===== config.mk =====
export PLATFORM = sky130hd
export DESIGN_NAME = quad_gen_flat
export DESIGN_NICKNAME = d
export VERILOG_FILES = /design/src/rtl/quad_gen_pkg.sv /design/src/rtl/quad_gen_if.sv /design/src/rtl/quad_gen_dwell_timer.sv /design/src/rtl/quad_gen.sv /design/src/flat_wrapper.sv
export SDC_FILE = /design/constraint.sdc
export NUM_CORES = 1
export LEC_CHECK = 0
export CORE_ASPECT_RATIO = 1.4
export CORE_MARGIN = 2
export CORE_UTILIZATION = 62
export DETAILED_ROUTE_END_ITERATION = 10
export PLACE_DENSITY = 0.82
export SETUP_SLACK_MARGIN = 0.4
export SYNTH_ARGS = -nofsm -noshare
export SYNTH_HDL_FRONTEND = slang
export SYNTH_SLANG_ARGS = --single-unit

===== constraint.sdc =====
create_clock -name clk -period 5.22 [get_ports clk]
set_input_delay 1.305 -clock clk [delete_from_list [all_inputs] [get_ports clk]]
set_output_delay 1.305 -clock clk [all_outputs]
set_load 0.005 [all_outputs]

===== src/rtl/quad_gen_pkg.sv =====
// quad_pkg: shared types and helpers for the quadrature generator.
//   state_t  - generator FSM state (IDLE at detent, DWELL while a step plays out)
//   phase_t  - {a,b} pin pair
//   DETENT   - rest state of the pulled-up encoder pins
//   cw_next / ccw_next - one gray-code transition in each direction
package quad_pkg;

  typedef enum logic {IDLE = 1'b0, DWELL = 1'b1} state_t;

  typedef logic [1:0] phase_t;

  localparam phase_t DETENT = 2'b11;

  // CW: 11 -> 01 -> 00 -> 10 -> 11 (A changes first, so A leads)
  function automatic phase_t cw_next(phase_t p);
    case (p)
      2'b11:   return 2'b01;
      2'b01:   return 2'b00;
      2'b00:   return 2'b10;
      default: return 2'b11;
    endcase
  endfunction

  // CCW: 11 -> 10 -> 00 -> 01 -> 11 (B leads)
  function automatic phase_t ccw_next(phase_t p);
    case (p)
      2'b11:   return 2'b10;
      2'b10:   return 2'b00;
      2'b00:   return 2'b01;
      default: return 2'b11;
    endcase
  endfunction

endpackage


===== src/rtl/quad_gen_if.sv =====
// quad_gen_if: request/status bundle of the quadrature generator.
//   cw, ccw  - single-cycle step requests
//   en       - allow new steps to start
//   a, b     - registered quadrature outputs
//   busy     - a step is being played out
//   pending  - signed count of queued steps (positive = CW)
//   ovf      - sticky: a request was lost to saturation
// master drives requests (bench / upstream), slave is the generator.
interface quad_gen_if #(parameter int PEND_W = 8);
  logic              cw;
  logic              ccw;
  logic              en;
  logic              a;
  logic              b;
  logic              busy;
  logic [PEND_W-1:0] pending;
  logic              ovf;

  modport master (output cw, ccw, en, input a, b, busy, pending, ovf);
  modport slave  (input cw, ccw, en, output a, b, busy, pending, ovf);
endinterface


===== src/rtl/quad_gen_dwell_timer.sv =====
// dwell_timer: loadable down-counter that times how long each a/b state is held.
//   clk, reset - clock, async active-high reset (counter clears to 0)
//   load       - reload with DWELL_CYCLES (wins over count)
//   count      - decrement while nonzero
//   expire     - last counted cycle of the dwell (count active and value 1)
module dwell_timer #(
  parameter  int DWELL_CYCLES = 50000,
  localparam int W            = $clog2(DWELL_CYCLES + 1)
) (
  input  logic clk,
  input  logic reset,
  input  logic load,
  input  logic count,
  output logic expire
);

  logic [W-1:0] cnt;

  always_ff @(posedge clk or posedge reset) begin
    if (reset)                    cnt <= '0;
    else if (load)                cnt <= W'(DWELL_CYCLES);
    else if (count && cnt != '0)  cnt <= cnt - 1'b1;
  end

  // Loaded value D is seen for the first dwell cycle, so expiring on 1
  // holds the state for exactly D cycles.
  assign expire = count && (cnt == W'(1));

endmodule


===== src/rtl/quad_gen.sv =====
// quad_gen: turns cw/ccw step requests into a rotary-encoder style a/b pair.
//   clk, reset - system clock, async active-high reset
//   bus        - quad_gen_if slave: cw/ccw/en in; a/b/busy/pending/ovf out
// Requests accumulate in a saturating signed counter; each accepted step
// plays out four gray transitions, each held DWELL_CYCLES, ending at detent.
module quad_gen
  import quad_pkg::*;
#(
  parameter int DWELL_CYCLES = 50000,
  parameter int PEND_W       = 8
) (
  input  logic        clk,
  input  logic        reset,
  quad_gen_if.slave   bus
);

  localparam logic signed [PEND_W+1:0] PMAX = (PEND_W+2)'(2**(PEND_W-1) - 1);
  localparam logic signed [PEND_W+1:0] PMIN = ~PMAX;   // -PMAX-1

  state_t                    state;
  phase_t                    phase;
  logic                      dir_ccw;
  logic [1:0]                tcnt;     // transitions made in this step, minus one
  logic signed [PEND_W-1:0]  pend;
  logic                      ovf_q;

  logic                      start;
  logic                      last;
  logic                      expire;
  logic signed [PEND_W+1:0]  take;
  logic signed [PEND_W+1:0]  sum;
  logic                      sat_hi;
  logic                      sat_lo;

  assign start = (state == IDLE) && bus.en && (pend != '0);
  assign last  = (tcnt == 2'd3);

  dwell_timer #(.DWELL_CYCLES(DWELL_CYCLES)) u_timer (
    .clk    (clk),
    .reset  (reset),
    .load   (start || (expire && !last)),
    .count  (state == DWELL),
    .expire (expire)
  );

  // Two guard bits keep the unsaturated sum exact for overflow detection.
  always_comb begin
    take = '0;
    if (start) take = pend[PEND_W-1] ? '1 : (PEND_W+2)'(1);
    sum    = {{2{pend[PEND_W-1]}}, pend}
           + {{(PEND_W+1){1'b0}}, bus.cw}
           - {{(PEND_W+1){1'b0}}, bus.ccw}
           - take;
    sat_hi = (sum > PMAX);
    sat_lo = (sum < PMIN);
  end

  always_ff @(posedge clk or posedge reset) begin
    if (reset) begin
      state   <= IDLE;
      phase   <= DETENT;
      dir_ccw <= 1'b0;
      tcnt    <= 2'd0;
      pend    <= '0;
      ovf_q   <= 1'b0;
    end else begin
      if (sat_hi)      pend <= PMAX[PEND_W-1:0];
      else if (sat_lo) pend <= PMIN[PEND_W-1:0];
      else             pend <= sum[PEND_W-1:0];
      if (sat_hi || sat_lo) ovf_q <= 1'b1;

      case (state)
        IDLE: if (start) begin
          state   <= DWELL;
          dir_ccw <= pend[PEND_W-1];
          tcnt    <= 2'd0;
          phase   <= pend[PEND_W-1] ? ccw_next(phase) : cw_next(phase);
        end
        DWELL: if (expire) begin
          // Fourth transition already landed on detent; this dwell ends the step.
          if (last) state <= IDLE;
          else begin
            tcnt  <= tcnt + 2'd1;
            phase <= dir_ccw ? ccw_next(phase) : cw_next(phase);
          end
        end
        default: state <= IDLE;
      endcase
    end
  end

  assign bus.a       = phase[1];
  assign bus.b       = phase[0];
  assign bus.busy    = (state == DWELL);
  assign bus.pending = pend;
  assign bus.ovf     = ovf_q;

endmodule


===== src/flat_wrapper.sv =====
// flat-port wrapper written by rule: the top's interface ports become plain ports
module quad_gen_flat import quad_pkg::*;
#(
  parameter int DWELL_CYCLES = 50000,
  parameter int PEND_W       = 8
)
  (clk, reset, bus_cw, bus_ccw, bus_en, bus_a, bus_b, bus_busy, bus_pending, bus_ovf);
  quad_gen_if #(.PEND_W(PEND_W)) bus_i ();
  input  logic clk;
  input  logic reset;
  input wire logic [$bits(bus_i.cw)-1:0] bus_cw;
  input wire logic [$bits(bus_i.ccw)-1:0] bus_ccw;
  input wire logic [$bits(bus_i.en)-1:0] bus_en;
  output wire logic [$bits(bus_i.a)-1:0] bus_a;
  output wire logic [$bits(bus_i.b)-1:0] bus_b;
  output wire logic [$bits(bus_i.busy)-1:0] bus_busy;
  output wire logic [$bits(bus_i.pending)-1:0] bus_pending;
  output wire logic [$bits(bus_i.ovf)-1:0] bus_ovf;
  assign bus_i.cw = bus_cw;
  assign bus_i.ccw = bus_ccw;
  assign bus_i.en = bus_en;
  assign bus_a = bus_i.a;
  assign bus_b = bus_i.b;
  assign bus_busy = bus_i.busy;
  assign bus_pending = bus_i.pending;
  assign bus_ovf = bus_i.ovf;
  quad_gen #(.DWELL_CYCLES(DWELL_CYCLES), .PEND_W(PEND_W)) u_core (.clk(clk), .reset(reset), .bus(bus_i));
endmodule

# After elaboration in Yosys (flattened, before gate mapping)
# Index checks and enable logic that the tools add are counted.
# word_totals
register_bits	31
word_cells	59
output_inout_bits	12
inputBits	5
# classes
n_addsub	5
n_eq_ne	8
n_reduce_logical	14
mux	22
n_lt_le_gt_ge	2
n_bitwise	1
# op_table
op	n
$mux 16	2
$mux 10	2
$eq 16x1->1 const B	1
$mux 2	8
$mux 8	2
$reduce_bool 16->1	1
$sub 16x1->16 const B	1
$pmux 2 s3	2
$gt 10x8->1 const B	1
$lt 10x8->1 const B	1
$sub 10x1->10	1
$sub 10x10->10	1
$add 8x2->9	1
$pmux 2 s2	2
$reduce_bool 8->1	1
$eq 2x2->1 const B	3
$logic_and 1x1->1	5
$ne 2x2->1 const B	2
$mux 1	3
$reduce_and 3->1	1
$add 2x1->2 const B	1
$eq 2x1->1 const B	1
$logic_not 2->1	1
$logic_or 1x1->1	2
6 further kinds	6

# Logic depth before layout (Yosys ltp)
# depth
word_depth	8
mapped_depth	14
mapped_depth_nobuf	13

# Modules after synthesis
# From an unflattened synthesis, not the netlist that was laid out.
# unflattened
cells_unflattened	241
area_unflattened_um2	2279.7
# by_module_without_submodules
module	cells_each	seq_area_each_um2	instances	area_per_inst_um2
quad_gen	138	377.9	1	1273.7
dwell_timer	103	400.4	1	1006.0

# Worst setup path after synthesis
# Ideal clock, no wire load.
# synth_timing
path_kind	input port to flip-flop
from	input port bus_en
to	register u_core.pend[2], in the netlist u_core.bus.pending[2]
slack_ns	1.212
cell_stages	12
t_arrival_ns	3.926
required_ns	5.138
n_path_buf	1
setup_ns	0.082
path_cell_list	nor2b_1 > and2_1 > clkbuf_1 > inv_1 > ha_1 > inv_1 > ha_1 > and4_1 > a21bo_2 > a211oi_2 > o21ai_1 > a31oi_1
# synth_between
elab_chain_cells	7
elab_cells_between_ends	8
cone_classes	1 x add/sub; 2 x order compare; 3 x mux; 2 x reduce/logical
# synth_rtl
element	line_no	rtl
start, declared	flat_wrapper.sv:13	input wire logic [$bits(bus_i.en)-1:0] bus_en;
$logic_and 1x1->1 (*) (2 in series)	quad_gen.sv:35	assign start = (state == IDLE) && bus.en && (pend != '0);
$mux 10 (*)	quad_gen.sv:49	if (start) take = pend[PEND_W-1] ? '1 : (PEND_W+2)'(1);
$sub 10x10->10 (*)	quad_gen.sv:53	- take;
$lt 10x8->1	quad_gen.sv:55	sat_lo = (sum < PMIN);
$mux 8	quad_gen.sv:68	else if (sat_lo) pend <= PMIN[PEND_W-1:0];
$mux 8 (*)	quad_gen.sv:67	if (sat_hi) pend <= PMAX[PEND_W-1:0];
end signal, assigned	quad_gen.sv:67	
end signal, assigned	quad_gen.sv:68	
end signal, assigned	quad_gen.sv:69	else pend <= sum[PEND_W-1:0];
end, declared	quad_gen.sv:24	logic signed [PEND_W-1:0] pend;
# Mark *: on every way between the ends. The rest lies on a longest branch, timed or not.
# A chain may end at the register's enable or synchronous reset.

# Worst setup path after layout
# layout_timing
from	input port bus_cw
to	register u_core.pend[2], in the netlist u_core.bus.pending[2]
# layout_between
elab_chain_cells	6
elab_cells_between_ends	7
cone_classes	3 x add/sub; 2 x order compare; 2 x mux
# layout_rtl
element	line_no	rtl
start, declared	flat_wrapper.sv:11	input wire logic [$bits(bus_i.cw)-1:0] bus_cw;
$add 8x2->9 (*)	quad_gen.sv:51	+ {{(PEND_W+1){1'b0}}, bus.cw}
$sub 10x1->10 (*)	quad_gen.sv:52	- {{(PEND_W+1){1'b0}}, bus.ccw}
$sub 10x10->10 (*)	quad_gen.sv:53	
$lt 10x8->1	quad_gen.sv:55	
$mux 8	quad_gen.sv:68	
$mux 8 (*)	quad_gen.sv:67	
# Marked as above.

==> results.cfg <==
[placed_design]
place_congestion = 0.8591
pre_cts_slack_ns = 0.5452
io_buffer_count = 16
hpwl_um = 3458
placed_area_mm2 = 0.002316

[synthesis]
synth.distinct_cells = 48
syn_avg_cell_area_um2 = 9.159
synth_area_mm2 = 0.002116
yosys-top-cells-area = dfrtp_1, xnor2_1, ha_1, a21oi_1, nand2_1
yosys_most_used_dff = dfrtp_1
synth_nets = 252
ys_warn_count = 0
yosysTopAreaCellShare_pct = 34.30
synth_seq_cells = 31
synthArstFlopShare_pct = 100.0
yosysSeqAreaShare_pct = 36.78
syn_inst = 231
synth_edf_count = 0
synth_area_leader_cell = dfrtp_1

[timing]
finClkSkew_ns = 0.007622
slew_headroom_pct = 34.57
period_share_pct = 84.07
worst_pin_slew_ns = 0.9756
rsz0062_at_grt = no
whs_ns = 0.4975
finalCriticalPeriod_ns = 4.389
worst_slack_ns = 0.8314
report.final.slew_viol_count = 0
setup_viol_count_final = 0
hold_viol_final = 0
fin_setup_tns_ns = 0
fmax_mhz = 227.9

[route]
viasPerCell = 5.969
first_pass_iters = 4
route.detailed.drc = 0
drt_iter0_markers = 50
final_antenna_net_count = 0
routed_wl_um = 4568
wl_per_cell_um = 15.64
vias = 1743

[die]
dieArea_mm2 = 0.003902
die_w_um = 53.37
core_area_mm2 = 0.003316
start_util_pct = 63.81
num_rows = 25
io_pins = 17
fp.dieH_um = 73.12

[outcome]
status = finished clean

[cts]
numCtsBuffers = 5
cts_setup_buffers = 0
clk_pin_slew_ns = 0.06
hold_buffers = 0
clk_latency_ns = 0.28
cts_sinks = 31
cts_max_level = 2
cts-resized-gates = 0
clockRootBuffer = clkbuf_8
clock_path_buffers = 2
cts_tree = yes

[cells_and_area]
final_cell_mix = dfrtp_1, nand2_1, xnor2_1
mostFrequentLayoutCell = dfrtp_1
antenna_cells = 0
drive_gt1_share_pct = 8.333
area_delta_synth_final_pct = 15.02
fin_nets = 272
fin_area_mm2 = 0.002434

[critical_path]
endpoint_kind = flop
cp_cell_sequence = clkdlybuf4s50_1, ha_1, ha_1, nand3_1, xor2_1, xnor2_1, ha_1, nand2_1, o311ai_0, a21oi_1, xnor2_1, o21ai_1, a31oi_1
cp.required_ns = 5.42
worstPathArrival_ns = 4.59
path_max_fanout = 8
crit_top_cell = ha_1
slowest_stage = xnor2_1
cp-start-kind = input pin
r2r_slack_ns = 1.58
path_class = input pin to flop
slowest_delay_ns = 0.50

[global_routing]
overflow = 0
grt_pass1_vias = 1661
grt_usage_pct = 26.34
grt_first_pass_wirelength_um = 7334
antenna_found_initial = 0
grt_max_degree = 32

[min_path]
hp-class = flop to flop

[job]
drv_cap = 0

[power]
p_per_area_mw_per_mm2 = 520.9
power_leakage_uw = 0.0009679
ir_worst_vdd_mv = 0.4154
-- layer usage --
metal | track usage (%) | share of wire (%) | vias to the layer above
met5 | 0 | 0 | -
met2 | 47.19 | 54 | 38
met4 | 13.68 | 3.9 | 0
li1 | - | - | 854
met3 | 6.352 | 2.9 | 13
met1 | 27.33 | 39 | 838
-- through the flow --
stage | std cells | power (µW) | util (%)
floorplan | 231 | 819.7 | -
global placement | 284 | 1012 | 69.85
detailed placement | 284 | 1021 | 69.85
CTS | 292 | 1266 | 73.40
global route | 292 | 1361 | 73.40
finish | 292 | 1268 | 73.40
-- worst paths after layout --
kind / startpoint / endpoint / cells after the start
setup reg to reg: u_core.bus.pending[5] / u_core.bus.pending[2] / 10
hold / removal: u_core.dir_ccw / u_core.dir_ccw / 2
hold reg to reg: u_core.dir_ccw / u_core.dir_ccw / 2
setup / recovery: bus_cw / u_core.bus.pending[2] / 13
max in group asynchronous: reset / u_core.phase[0] / 3
min in group asynchronous: reset / u_core.u_timer.cnt[11] / 3
-- layout make-up --
cell class	instances	area, µm²
timing repair buffer	17	167.7
fill	244	882.1
multi-input combinational	183	1271
clock inverter	2	35.03
clock buffer	6	82.58
tap	40	50.05
sequential	31	778.2
inverter	13	48.80
-- logic make-up (layout without fill, tap and decap cells) --
family / count (synthesis) / after routing / synth area share (%)
multiplexers: 1 / 1 / 0.4731
flip-flops: 31 / 31 / 36.78
AO/OA/AOI/OAI: 49 / 49 / 14.84
buffers and inverters: 17 / 38 / 3.135
adder cells (fa/ha/maj): 16 / 16 / 10.17
AND/OR/NAND/NOR: 87 / 87 / 22.18
XOR/XNOR: 30 / 30 / 12.42
-- worst max-delay path: cells and delay by family --
kind                     cells  cell delay, ns
buffers and inverters        1            0.48
adder cells (fa/ha/maj)      3            0.81
AND/OR/NAND/NOR              2            0.20
AO/OA/AOI/OAI                4            0.96
XOR/XNOR                     3            0.84
-- synthesized netlist by cell type (2+ instances only) --
cell type	number
nor3_1	3
nand2b_1	3
xnor2_1	24
nor2b_1	3
dfstp_2	2
xor2_1	6
nor2_1	17
or3_1	3
and3_1	2
a21oi_1	20
nand2_1	26
o21ai_0	8
o21ai_1	3
o21a_1	2
clkbuf_1	2
and2_1	4
dfrtp_1	29
nor4_1	4
nor3_2	3
fa_1	2
or4_1	3
ha_1	14
a31oi_1	4
buf_2	2
nand3_1	6
or4_4	2
inv_1	13
-- state kept, by name, summed over array words and instances (netlist names) --
signal and count:
u_core.u_timer.cnt 16, u_core.bus.pending 8, u_core.phase 2, u_core.tcnt 2, u_core.bus.busy 1, u_core.bus.ovf 1
u_core.dir_ccw 1
-- power by group --
part	internal (µW)	leakage (µW)	switching (µW)
Combinational	307	0.000561	381
Sequential	282	0.000346	52.9
Clock	154	0.0000612	90.1
Total	744	0.000968	524
No activity file was read; power rests on OpenSTA's default activity.
